[src/rtl/ext_host_pkg.sv]
// ext_host_pkg
// Shared types and constants for the MMIO host-interface stage that sits
// between the core's external memory port and the simulation-finish module.
//   - state_t        : controller states RUN / DRAIN / FINISH / HALT
//   - *_ADDR_DEF     : default MMIO register addresses
//   - exit_bundle_t  : {finish, exitcode} bundle sent to the finish module
//   - WD_EXITCODE    : exit code reported when the watchdog fires
//   - status_word()  : packs the STATUS register read value
package ext_host_pkg;

  typedef enum logic [1:0] {
    RUN    = 2'd0,
    DRAIN  = 2'd1,
    FINISH = 2'd2,
    HALT   = 2'd3
  } state_t;

  localparam logic [31:0] PUTCHAR_ADDR_DEF = 32'h4000_0000;
  localparam logic [31:0] STATUS_ADDR_DEF  = 32'h4000_0004;
  localparam logic [31:0] EXIT_ADDR_DEF    = 32'h4000_1000;

  typedef struct packed {
    logic       finish;
    logic [7:0] exitcode;
  } exit_bundle_t;

  localparam logic [7:0] WD_EXITCODE = 8'hFF;

  // STATUS layout: bit 0 exit pending, bits 8:1 FIFO fill, bit 9 watchdog fired.
  function automatic logic [31:0] status_word(input logic [7:0] count,
                                              input logic       pending,
                                              input logic       wd_fired);
    return {22'd0, wd_fired, count, pending};
  endfunction

endpackage

[src/rtl/ext_byte_fifo.sv]
// ext_byte_fifo
// Synchronous FIFO with valid/ready on both sides. Full, empty and count are
// all registers, so in_ready and out_valid never depend combinationally on
// the opposite side of the FIFO. Pointers wrap naturally (DEPTH is a power
// of two).
// Ports:
//   clk, rst          clock, asynchronous active-high reset
//   in_valid/in_ready/in_data     write side (push on in_valid & in_ready)
//   out_valid/out_ready/out_data  read side  (pop on out_valid & out_ready)
//   count             current number of stored entries (0..DEPTH)
module ext_byte_fifo #(
  parameter int DEPTH = 8,
  parameter int WIDTH = 8
) (
  input  logic                   clk,
  input  logic                   rst,
  input  logic                   in_valid,
  output logic                   in_ready,
  input  logic [WIDTH-1:0]       in_data,
  output logic                   out_valid,
  input  logic                   out_ready,
  output logic [WIDTH-1:0]       out_data,
  output logic [$clog2(DEPTH):0] count
);

  localparam int AW = $clog2(DEPTH);
  localparam int CW = AW + 1;

  logic [WIDTH-1:0] mem [DEPTH];
  logic [AW-1:0]    wr_ptr;
  logic [AW-1:0]    rd_ptr;
  logic             full;
  logic             empty;
  logic             push;
  logic             pop;

  assign in_ready  = ~full;
  assign out_valid = ~empty;
  // Head entry only changes on a pop, so data is stable while stalled.
  assign out_data  = mem[rd_ptr];
  assign push      = in_valid & ~full;
  assign pop       = out_ready & ~empty;

  // Storage, pointers and occupancy flags.
  always_ff @(posedge clk or posedge rst) begin
    if (rst) begin
      for (int i = 0; i < DEPTH; i++) begin
        mem[i] <= '0;
      end
      wr_ptr <= '0;
      rd_ptr <= '0;
      count  <= '0;
      full   <= 1'b0;
      empty  <= 1'b1;
    end else begin
      if (push) begin
        mem[wr_ptr] <= in_data;
        wr_ptr      <= wr_ptr + AW'(1);
      end
      if (pop) begin
        rd_ptr <= rd_ptr + AW'(1);
      end
      case ({push, pop})
        2'b10: begin
          count <= count + CW'(1);
          full  <= (count == CW'(DEPTH - 1));
          empty <= 1'b0;
        end
        2'b01: begin
          count <= count - CW'(1);
          full  <= 1'b0;
          empty <= (count == CW'(1));
        end
        default: begin
          // idle or simultaneous push/pop: occupancy unchanged
        end
      endcase
    end
  end

endmodule

[src/rtl/ext_exit_ctrl.sv]
// ext_exit_ctrl
// MMIO host-interface stage between the core's external memory port and the
// simulation-finish module. Decodes writes to a putchar register (buffered
// in ext_byte_fifo and drained to the console) and to a host-exit register.
// An exit request waits until every buffered byte has left, then drives
// {finish, exitcode} for exactly one cycle and halts until reset.
// Optional feature macro: EXT_EXIT_WATCHDOG_EN (idle-timeout exit with code
// 8'hFF; STATUS bit 9 reports that it fired).
// Ports:
//   CLK, RST                      clock, asynchronous active-high reset
//   req_valid/req_ready           core request handshake
//   req_wr, req_addr, req_data    request type, byte address, write data
//   resp_valid, resp_data         read response, one cycle after acceptance
//   char_valid/char_ready/char_data  console byte stream
//   finish_arg                    {finish, exitcode} to the finish module
module ext_exit_ctrl
  import ext_host_pkg::*;
#(
  parameter int          FIFO_DEPTH     = 8,
  parameter logic [31:0] PUTCHAR_ADDR   = PUTCHAR_ADDR_DEF,
  parameter logic [31:0] STATUS_ADDR    = STATUS_ADDR_DEF,
  parameter logic [31:0] EXIT_ADDR      = EXIT_ADDR_DEF,
  parameter logic [31:0] TIMEOUT_CYCLES = 32'd1_000_000
) (
  input  logic        CLK,
  input  logic        RST,
  input  logic        req_valid,
  output logic        req_ready,
  input  logic        req_wr,
  input  logic [31:0] req_addr,
  input  logic [31:0] req_data,
  output logic        resp_valid,
  output logic [31:0] resp_data,
  output logic        char_valid,
  output logic [7:0]  char_data,
  input  logic        char_ready,
  output logic [8:0]  finish_arg
);

  localparam int CW = $clog2(FIFO_DEPTH) + 1;

  state_t        state;
  state_t        state_next;
  logic          alive;
  logic          is_put;
  logic          is_exit;
  logic          accept;
  logic          push;
  logic          exit_req;
  logic          wd_fire;
  logic          wd_status;
  logic          fifo_in_ready;
  logic [CW-1:0] fifo_count;
  logic [7:0]    exitcode;
  logic          exit_pending;
  logic [31:0]   read_value;
  exit_bundle_t  fin_next;
  logic          unused_data;

  assign is_put      = req_wr & (req_addr == PUTCHAR_ADDR);
  assign is_exit     = req_wr & (req_addr == EXIT_ADDR);
  assign unused_data = ^req_data[31:9];

  // Holds req_ready low while RST is high and until the first clock after it.
  always_ff @(posedge CLK or posedge RST) begin
    if (RST) begin
      alive <= 1'b0;
    end else begin
      alive <= 1'b1;
    end
  end

  // Request readiness: only in RUN, and a putchar stalls on the registered
  // full flag (a pop in the same cycle does not free a slot early).
  always_comb begin
    req_ready = 1'b0;
    if (alive && (state == RUN)) begin
      req_ready = ~(req_valid & is_put & ~fifo_in_ready);
    end else begin
      req_ready = 1'b0;
    end
  end

  assign accept   = req_valid & req_ready;
  assign push     = accept & is_put;
  assign exit_req = accept & is_exit & req_data[0];

`ifdef EXT_EXIT_WATCHDOG_EN
  logic [31:0] wd_cnt;
  logic        wd_fired;
  logic        wd_kick;

  assign wd_kick   = accept & (is_put | is_exit);
  assign wd_fire   = (state == RUN) & ~wd_kick & (wd_cnt == (TIMEOUT_CYCLES - 32'd1));
  // A read accepted in the firing cycle already reports the watchdog bit.
  assign wd_status = wd_fired | wd_fire;

  // Idle counter: runs in RUN, cleared by console or exit writes.
  always_ff @(posedge CLK or posedge RST) begin
    if (RST) begin
      wd_cnt   <= 32'd0;
      wd_fired <= 1'b0;
    end else begin
      if (state == RUN) begin
        if (wd_kick) begin
          wd_cnt <= 32'd0;
        end else begin
          wd_cnt <= wd_cnt + 32'd1;
        end
      end
      if (wd_fire) begin
        wd_fired <= 1'b1;
      end
    end
  end
`else
  logic unused_timeout;
  assign unused_timeout = ^TIMEOUT_CYCLES;
  assign wd_fire        = 1'b0;
  assign wd_status      = 1'b0;
`endif

  // Read decode: only STATUS is readable, everything else returns zero.
  always_comb begin
    read_value = 32'd0;
    if (req_addr == STATUS_ADDR) begin
      read_value = status_word(8'(fifo_count), exit_pending, wd_status);
    end else begin
      read_value = 32'd0;
    end
  end

  // Controller next state.
  always_comb begin
    state_next = state;
    case (state)
      RUN: begin
        if (exit_req || wd_fire) begin
          state_next = DRAIN;
        end else begin
          state_next = RUN;
        end
      end
      DRAIN: begin
        // char_valid mirrors the registered not-empty flag of the FIFO.
        if (!char_valid) begin
          state_next = FINISH;
        end else begin
          state_next = DRAIN;
        end
      end
      FINISH:  state_next = HALT;
      HALT:    state_next = HALT;
      default: state_next = RUN;
    endcase
  end

  // Finish bundle is registered so it is high exactly while in FINISH.
  always_comb begin
    fin_next = '0;
    if (state_next == FINISH) begin
      fin_next.finish   = 1'b1;
      fin_next.exitcode = exitcode;
    end else begin
      fin_next = '0;
    end
  end

  // Controller state register.
  always_ff @(posedge CLK or posedge RST) begin
    if (RST) begin
      state <= RUN;
    end else begin
      state <= state_next;
    end
  end

  // Registered responses, exit latch and finish output.
  always_ff @(posedge CLK or posedge RST) begin
    if (RST) begin
      resp_valid   <= 1'b0;
      resp_data    <= 32'd0;
      exitcode     <= 8'd0;
      exit_pending <= 1'b0;
      finish_arg   <= 9'd0;
    end else begin
      resp_valid <= accept & ~req_wr;
      resp_data  <= (accept & ~req_wr) ? read_value : 32'd0;
      if (exit_req) begin
        exitcode     <= req_data[8:1];
        exit_pending <= 1'b1;
      end else if (wd_fire) begin
        exitcode     <= WD_EXITCODE;
        exit_pending <= 1'b1;
      end
      finish_arg <= fin_next;
    end
  end

  ext_byte_fifo #(
    .DEPTH (FIFO_DEPTH),
    .WIDTH (8)
  ) u_fifo (
    .clk       (CLK),
    .rst       (RST),
    .in_valid  (push),
    .in_ready  (fifo_in_ready),
    .in_data   (req_data[7:0]),
    .out_valid (char_valid),
    .out_ready (char_ready),
    .out_data  (char_data),
    .count     (fifo_count)
  );

endmodule

[config.mk]
export PLATFORM = sky130hd
export DESIGN_NAME = ext_exit_ctrl
export DESIGN_NICKNAME = d
export VERILOG_FILES = /design/src/rtl/ext_host_pkg.sv /design/src/rtl/ext_byte_fifo.sv /design/src/rtl/ext_exit_ctrl.sv
export SDC_FILE = /design/constraint.sdc
export NUM_CORES = 1
export LEC_CHECK = 0
export BUFFER_PORTS_ARGS = -buffer_cell sky130_fd_sc_hd__buf_2
export CORE_MARGIN = 10
export CORE_UTILIZATION = 48
export DETAILED_ROUTE_END_ITERATION = 12
export PLACE_DENSITY_LB_ADDON = 0.1
export SLEW_MARGIN = 20
export SYNTH_ARGS = -nofsm -noshare
export SYNTH_HDL_FRONTEND = slang
export SYNTH_SLANG_ARGS = --single-unit
[constraint.sdc]
create_clock -name CLK -period 3.1 [get_ports CLK]
set_clock_uncertainty 0.1 [all_clocks]
set_input_delay 0.155 -clock CLK [delete_from_list [all_inputs] [get_ports CLK]]
set_output_delay 0.155 -clock CLK [all_outputs]
set_load 0.02 [all_outputs]
==> results of run 1 <==
[where the power goes]
part           switching (mW)  total [mW]  leakage (nW)  internal (mW)
Clock                   0.449       0.869         0.103          0.420
Combinational           0.256       0.485          1.34          0.229
Sequential              0.106        1.50          1.42           1.40
[layer usage]
metal | wire length, µm | up-vias
met5 | 0 | -
met4 | 88 | 0
met3 | 624 | 8
met2 | 4740 | 76
met1 | 4553 | 1435
li1 | - | 1355
[path summary, 6_finish.rpt]
| path | startpoint | endpoint | slack (ps) | cells past startpoint |
|---|---|---|---|---|
| max in group asynchronous | RST | u_fifo.empty | 1760 | 4 |
| worst min register to register | exit_pending | exit_pending | 370 | 1 |
| min in group asynchronous | RST | u_fifo.mem[16] | 360 | 3 |
| worst max register to register | state[1] | u_fifo.count[3] | 520 | 9 |
| worst max-delay path | state[1] | u_fifo.count[3] | 520 | 9 |
| worst min-delay path | req_data[1] | u_fifo.mem[9] | 30 | 2 |
[state kept, by name, summed over array words and instances, names as in the netlist]
name,count
state,2
u_fifo.rd_ptr,3
u_fifo.count,4
resp_valid,1
u_fifo.wr_ptr,3
exit_pending,1
u_fifo.mem,64
alive,1
u_fifo.empty,1
resp_data,5
exitcode,8
finish_arg,9
u_fifo.full,1
[cell type report]
type	instances	share of cell area
clock inverters	4	0.009276
flip-flops and latches	103	0.4663
multi-input cells	223	0.3731
inverters	6	0.004525
repair buffers	86	0.08869
clock buffers	12	0.02805
well taps	133	0.03009
[synth_stat cells (all sizes together)]
cell type,count
or2,1
and3b,1
xnor2,4
o31a,1
nand4,9
nor4b,3
nand2b,5
nor3,6
mux2i,1
nand4bb,2
nor2b,3
a31oi,1
buf,29
and3,1
and4b,1
mux4,16
dfrtp,102
and4,2
a41oi,1
nand3b,1
nor4,6
ha,6
clkbuf,9
and2,13
nor2,9
o21ai,3
mux2,82
or4,3
conb,2
inv,6
xor2,4
dfstp,1
or3,1
nand2,9
[cell families (layout without fill, tap and decap cells)]
| logic type | count (synthesis) | count (layout) |
|---|---|---|
| xor+xnor | 8 | 8 |
| buf+inv | 44 | 108 |
| compound gates | 6 | 6 |
| fa+ha+maj | 6 | 6 |
| flops | 103 | 103 |
| simple gates | 76 | 76 |
| mux | 99 | 99 |
| other cells | 2 | 28 |
[through the flow]
| stage | cell area [µm²] | instances | hold WS (ps) | power (mW) | setup slack (ps) |
|---|---|---|---|---|---|
| floorplan | 4910 | 370 | 121.4 | 1.881 | 142.8 |
| global placement | 5294 | 548 | 232.2 | 2.006 | 537.7 |
| detailed placement | 5294 | 548 | 235.7 | 2.022 | 504.1 |
| CTS | 5530 | 567 | 9.916 | 2.904 | 494.2 |
| global route | 5530 | 567 | 26.18 | 3.024 | 332.5 |
| finish | 5530 | 567 | 29.80 | 2.857 | 517.3 |
[timing repair]
action | CTS | global route
setup buffers | 0 | 0
hold endpoints to repair | 60 | 0
gates resized for setup | 0 | 0
hold buffers | 3 | 0
==> flow_summary.yaml, run 1 <==
setup_path:
  required_ps: 3260
  slowest_stage: "and3b_1"
  cp_cell_sequence: "nand4bb_1 > and3b_1 > and4b_1 > inv_1 > ha_1 > nor4b_1 > a31oi_1 > nor2_1 > xor2_1"
  crit_path_end_kind: "flip-flop"
  critPathKind: "flip-flop to flip-flop"
  cp_max_fo: 11
  path_buf_inv: 1
  cp_slowest_stage_delay_ps: 500
  arrival_ps: 2750
  path_delay_family: "simple AND/OR/NAND/NOR gates"
  worstSetupStartpointType: "flip-flop"
logic_synthesis:
  synthXorXnorAreaFrac: 0.01456
  synth_seq_area_share: 0.5359
  synthSimpleGateAreaFrac: 0.09958
  synth.area.top_cells: "dfrtp_1 53%, mux2_2 19%, mux4_2 7.5%"
  ys_warn_count: 0
  synth_mux_area_frac: 0.2689
  yosys.area.top_type: "dfrtp_1"
  syn-instance-count: 344
  synth_top_family_by_area: "multiplexers"
  synth_top_area_frac: 0.5304
  synth_compound_area_frac: 0.008320
  synth_area_mm2: 0.004812
  synthAdderAreaFrac: 0.01560
  ys_ff_latch: 103
  syn_area_per_cell_um2: 13.99
  synth_cell_type_count: 38
detailed_routing:
  drt_iter0_markers: 135
  detail_route.vias_per_cell: 5.069
  drt-wirelength-per-cell_um: 17.65
  antenna_left: 0
  drc: 0
  dr.pass1.iters: 4
  vias: 2874
  wirelength_um: 10010
cts:
  htreeDepth: 3
  cts_buffer_depth: 2
  cts_buffers: 9
  cts_tree: "done"
  clk_latency_ps: 370
  clock-root-buffer: "clkbuf_8"
  clock_sinks: 103
  path_clk_slew_ps: 90
finish:
  fin_nets: 504
  post-route-util: 0.5658
  seq_area_mm2: 0.002579
  final_cell_mix: "102 x dfrtp_1, 82 x mux2_2, 70 x buf_2"
  final_common_cell: "dfrtp_1"
  area_growth_syn_to_layout_pct: 14.92
  fillCellCount: 843
  n_antenna_cell: 0
  multiInputGateArea_mm2: 0.002063
  drive_gt1_frac: 0.4677
placement:
  io_buffers: 70
  dp_hpwl_um: 6956
  gp_congestion: 0.7815
timing:
  hold_viol_final: 0
  drv_slew: 0
  tightest_slew_ps: 823.1
  final.setup.tns_ps: 0
  fin_crit_sh: 0.8331
  grt_setup_unrepaired: "false"
  max_freq_mhz: 387.2
  finalSetupViolCount: 0
  period_minus_slack_ps: 2583
  worst_slew_margin_rel: 0.4492
global_routing:
  grt_pass1_wl_um: 16440
  busiest_layer: "met2"
  grt_max_degree: 60
  grt_overflow: 0
  globalRouteTotalUtil: 0.1440
  met1_usage: 0.1908
  grt_pass1_vias: 3154
  antenna_found_initial: 0
  grtUsageMet3: 0.05767
  met2_usage: 0.2173
floorplanning:
  num_rows: 36
  core_area_mm2: 0.009774
  io_pins: 121
  chipHeight_um: 120.1
  dieWidth_um: 120.1
  start_util: 0.4923
  die_area_mm2: 0.01443
pwr:
  p_leak_nw: 2.856
  powerDensity_mw_per_mm2: 516.6
  peakVddDrop_uv: 321.0
job:
  maxCapViolCount: 0
hold_path:
  min_path_type: "primary input to flip-flop"
status:
  status: "finished, final reports clean"
Power figures use the tool's default switching activity.
==> run 2: changes to the inputs <==
CORE_UTILIZATION = 53   (was 48)
clock period = 2.45 ns   (was 3.1 ns; I/O delays follow)
==> run 2 against run 1 <==
Final area rose by 1.2%. Critical path depth fell by 2. Clock-buffer cell count fell by 2. Total power rose by 25%. Highest routed layer unchanged.
==> flow_summary.yaml, run 2 (synthesis results as in run 1) <==
finish:
  finalNonFillerCells: 554
  fillCellCount: 684
  n_antenna_cell: 0
  post-route-util: 0.6388
  area_growth_syn_to_layout_pct: 16.33
  fin_nets: 516
  final_common_cell: "dfrtp_1"
  largest_register_ffs: 64
  largest-register: "u_fifo.mem"
  drive_gt1_frac: 0.4821
  final_cell_mix: "102 x dfrtp_1, 82 x mux2_2, 70 x buf_2"
  largestRegisters: "u_fifo.mem x64, finish_arg x9, exitcode x8"
timing:
  grt_setup_unrepaired: "false"
  hold_viol_final: 0
  period_minus_slack_ps: 2232
  tightest_slew_ps: 744.9
  drv_slew: 0
  fin_crit_sh: 0.9109
  finalSetupViolCount: 0
  worst_slew_margin_rel: 0.5023
  final.setup.tns_ps: 0
  max_freq_mhz: 448.1
global_routing:
  grt_pass1_vias: 3302
  globalRouteTotalUtil: 0.1606
  grtUsageMet3: 0.05208
  grt_pass1_wl_um: 16820
  met2_usage: 0.2661
  busiest_layer: "met2"
  antenna_found_initial: 0
  met1_usage: 0.1990
  grt_max_degree: 34
  grt_overflow: 0
setup_path:
  critPathKind: "flip-flop to flip-flop"
  worstSetupStartpointType: "flip-flop"
  cp_max_fo: 9
  arrival_ps: 2420
  required_ps: 2640
  crit_path_end_kind: "flip-flop"
cts:
  clock-root-buffer: "clkbuf_8"
  cts_buffer_depth: 2
  cts_buffers: 9
  clock_sinks: 103
  path_clk_slew_ps: 100
  htreeDepth: 3
  cts_tree: "done"
  clk_latency_ps: 370
placement:
  gp_congestion: 0.7766
  dp_hpwl_um: 7499
  io_buffers: 70
  dp_cells: 535
detailed_routing:
  drt_iter0_markers: 104
  wirelength_um: 10130
  detail_route.vias_per_cell: 5.430
  dr.pass1.iters: 4
  antenna_left: 0
  drc: 0
  vias: 3008
  drt-wirelength-per-cell_um: 18.29
pwr:
  peakVddDrop_uv: 413.2
  p_leak_nw: 2.910
  power.total_mw: 3.560
  powerDensity_mw_per_mm2: 635.9
floorplanning:
  die_area_mm2: 0.01329
  start_util: 0.5491
  dieWidth_um: 115.3
  num_rows: 34
  io_pins: 121
  chipHeight_um: 115.3
  core_area_mm2: 0.008763
status:
  status: "finished, final reports clean"
hold_path:
  min_path_type: "primary input to flip-flop"
job:
  maxCapViolCount: 0
-- run 2: cell count changes in the layout (fill, tap and decap cells not counted), sizes merged --
cell,delta
clkinv,+3
inv,-2
buf,+12
clkbuf,-2
clkinvlp,+1
-- run 2: metrics by stage --
| step | area (µm²) | hold WS [ps] | worst slack, ps |
|---|---|---|---|
| after global routing | 5598 | 18.78 | 77.80 |
| after CTS | 5598 | 1.892 | 207.2 |
| after global placement | 5379 | 189.8 | 115.4 |
| final | 5598 | 7.128 | 218.2 |
| after floorplan | 4913 | 88.91 | 20.12 |
| after detailed placement | 5379 | 177.4 | 63.80 |
-- run 2: timing repair --
item | 4_1_cts | 5_1_grt
gates resized for setup | 0 | 0
setup buffers | 0 | 0
hold buffers | 3 | 0
hold endpoints to repair | 30 | 0
-- run 2: critical path: stages, from the launching register on --
cell and delay, ps:
dfrtp_1 420, nand4bb_1 250, and3b_1 260, and4b_1 280, inv_1 70, ha_1 390, nand4bb_1 230, o21ai_0 170
-- run 2: final timing paths --
kind                                    from  slack, ps  cells past startpoint             end
min in group asynchronous                RST        320                      3     exitcode[5]
worst max-delay path                state[1]        220                      7    u_fifo.empty
max in group asynchronous                RST       1200                      4    u_fifo.empty
worst min-delay path             req_data[3]          7                      2  u_fifo.mem[43]
worst min register to register  exit_pending        370                      1    exit_pending
worst max register to register      state[1]        220                      7    u_fifo.empty
-- run 2: routing by layer --
metal | routed length [µm] | vias to the layer above
li1 | - | 1383
met1 | 4493 | 1520
met2 | 4827 | 96
met3 | 717 | 9
met4 | 92 | 0
met5 | 0 | -
-- run 2: final cells by class --
cell class,instances,area (µm²),share of cell area
multi-input cells,223,2063,0.3686
clock buffers,10,127.6,0.02280
flip-flops and latches,103,2579,0.4607
repair buffers,98,605.6,0.1082
clock inverters,6,61.31,0.01095
inverters,6,26.28,0.004694
well taps,108,135.1,0.02414
-- run 2: report_power, final --
group	total [mW]	leakage, nW	internal [mW]	switching, mW
registers	1.88	1.42	1.77	0.109
logic	0.651	1.40	0.307	0.344
clock network	1.03	0.0960	0.470	0.561
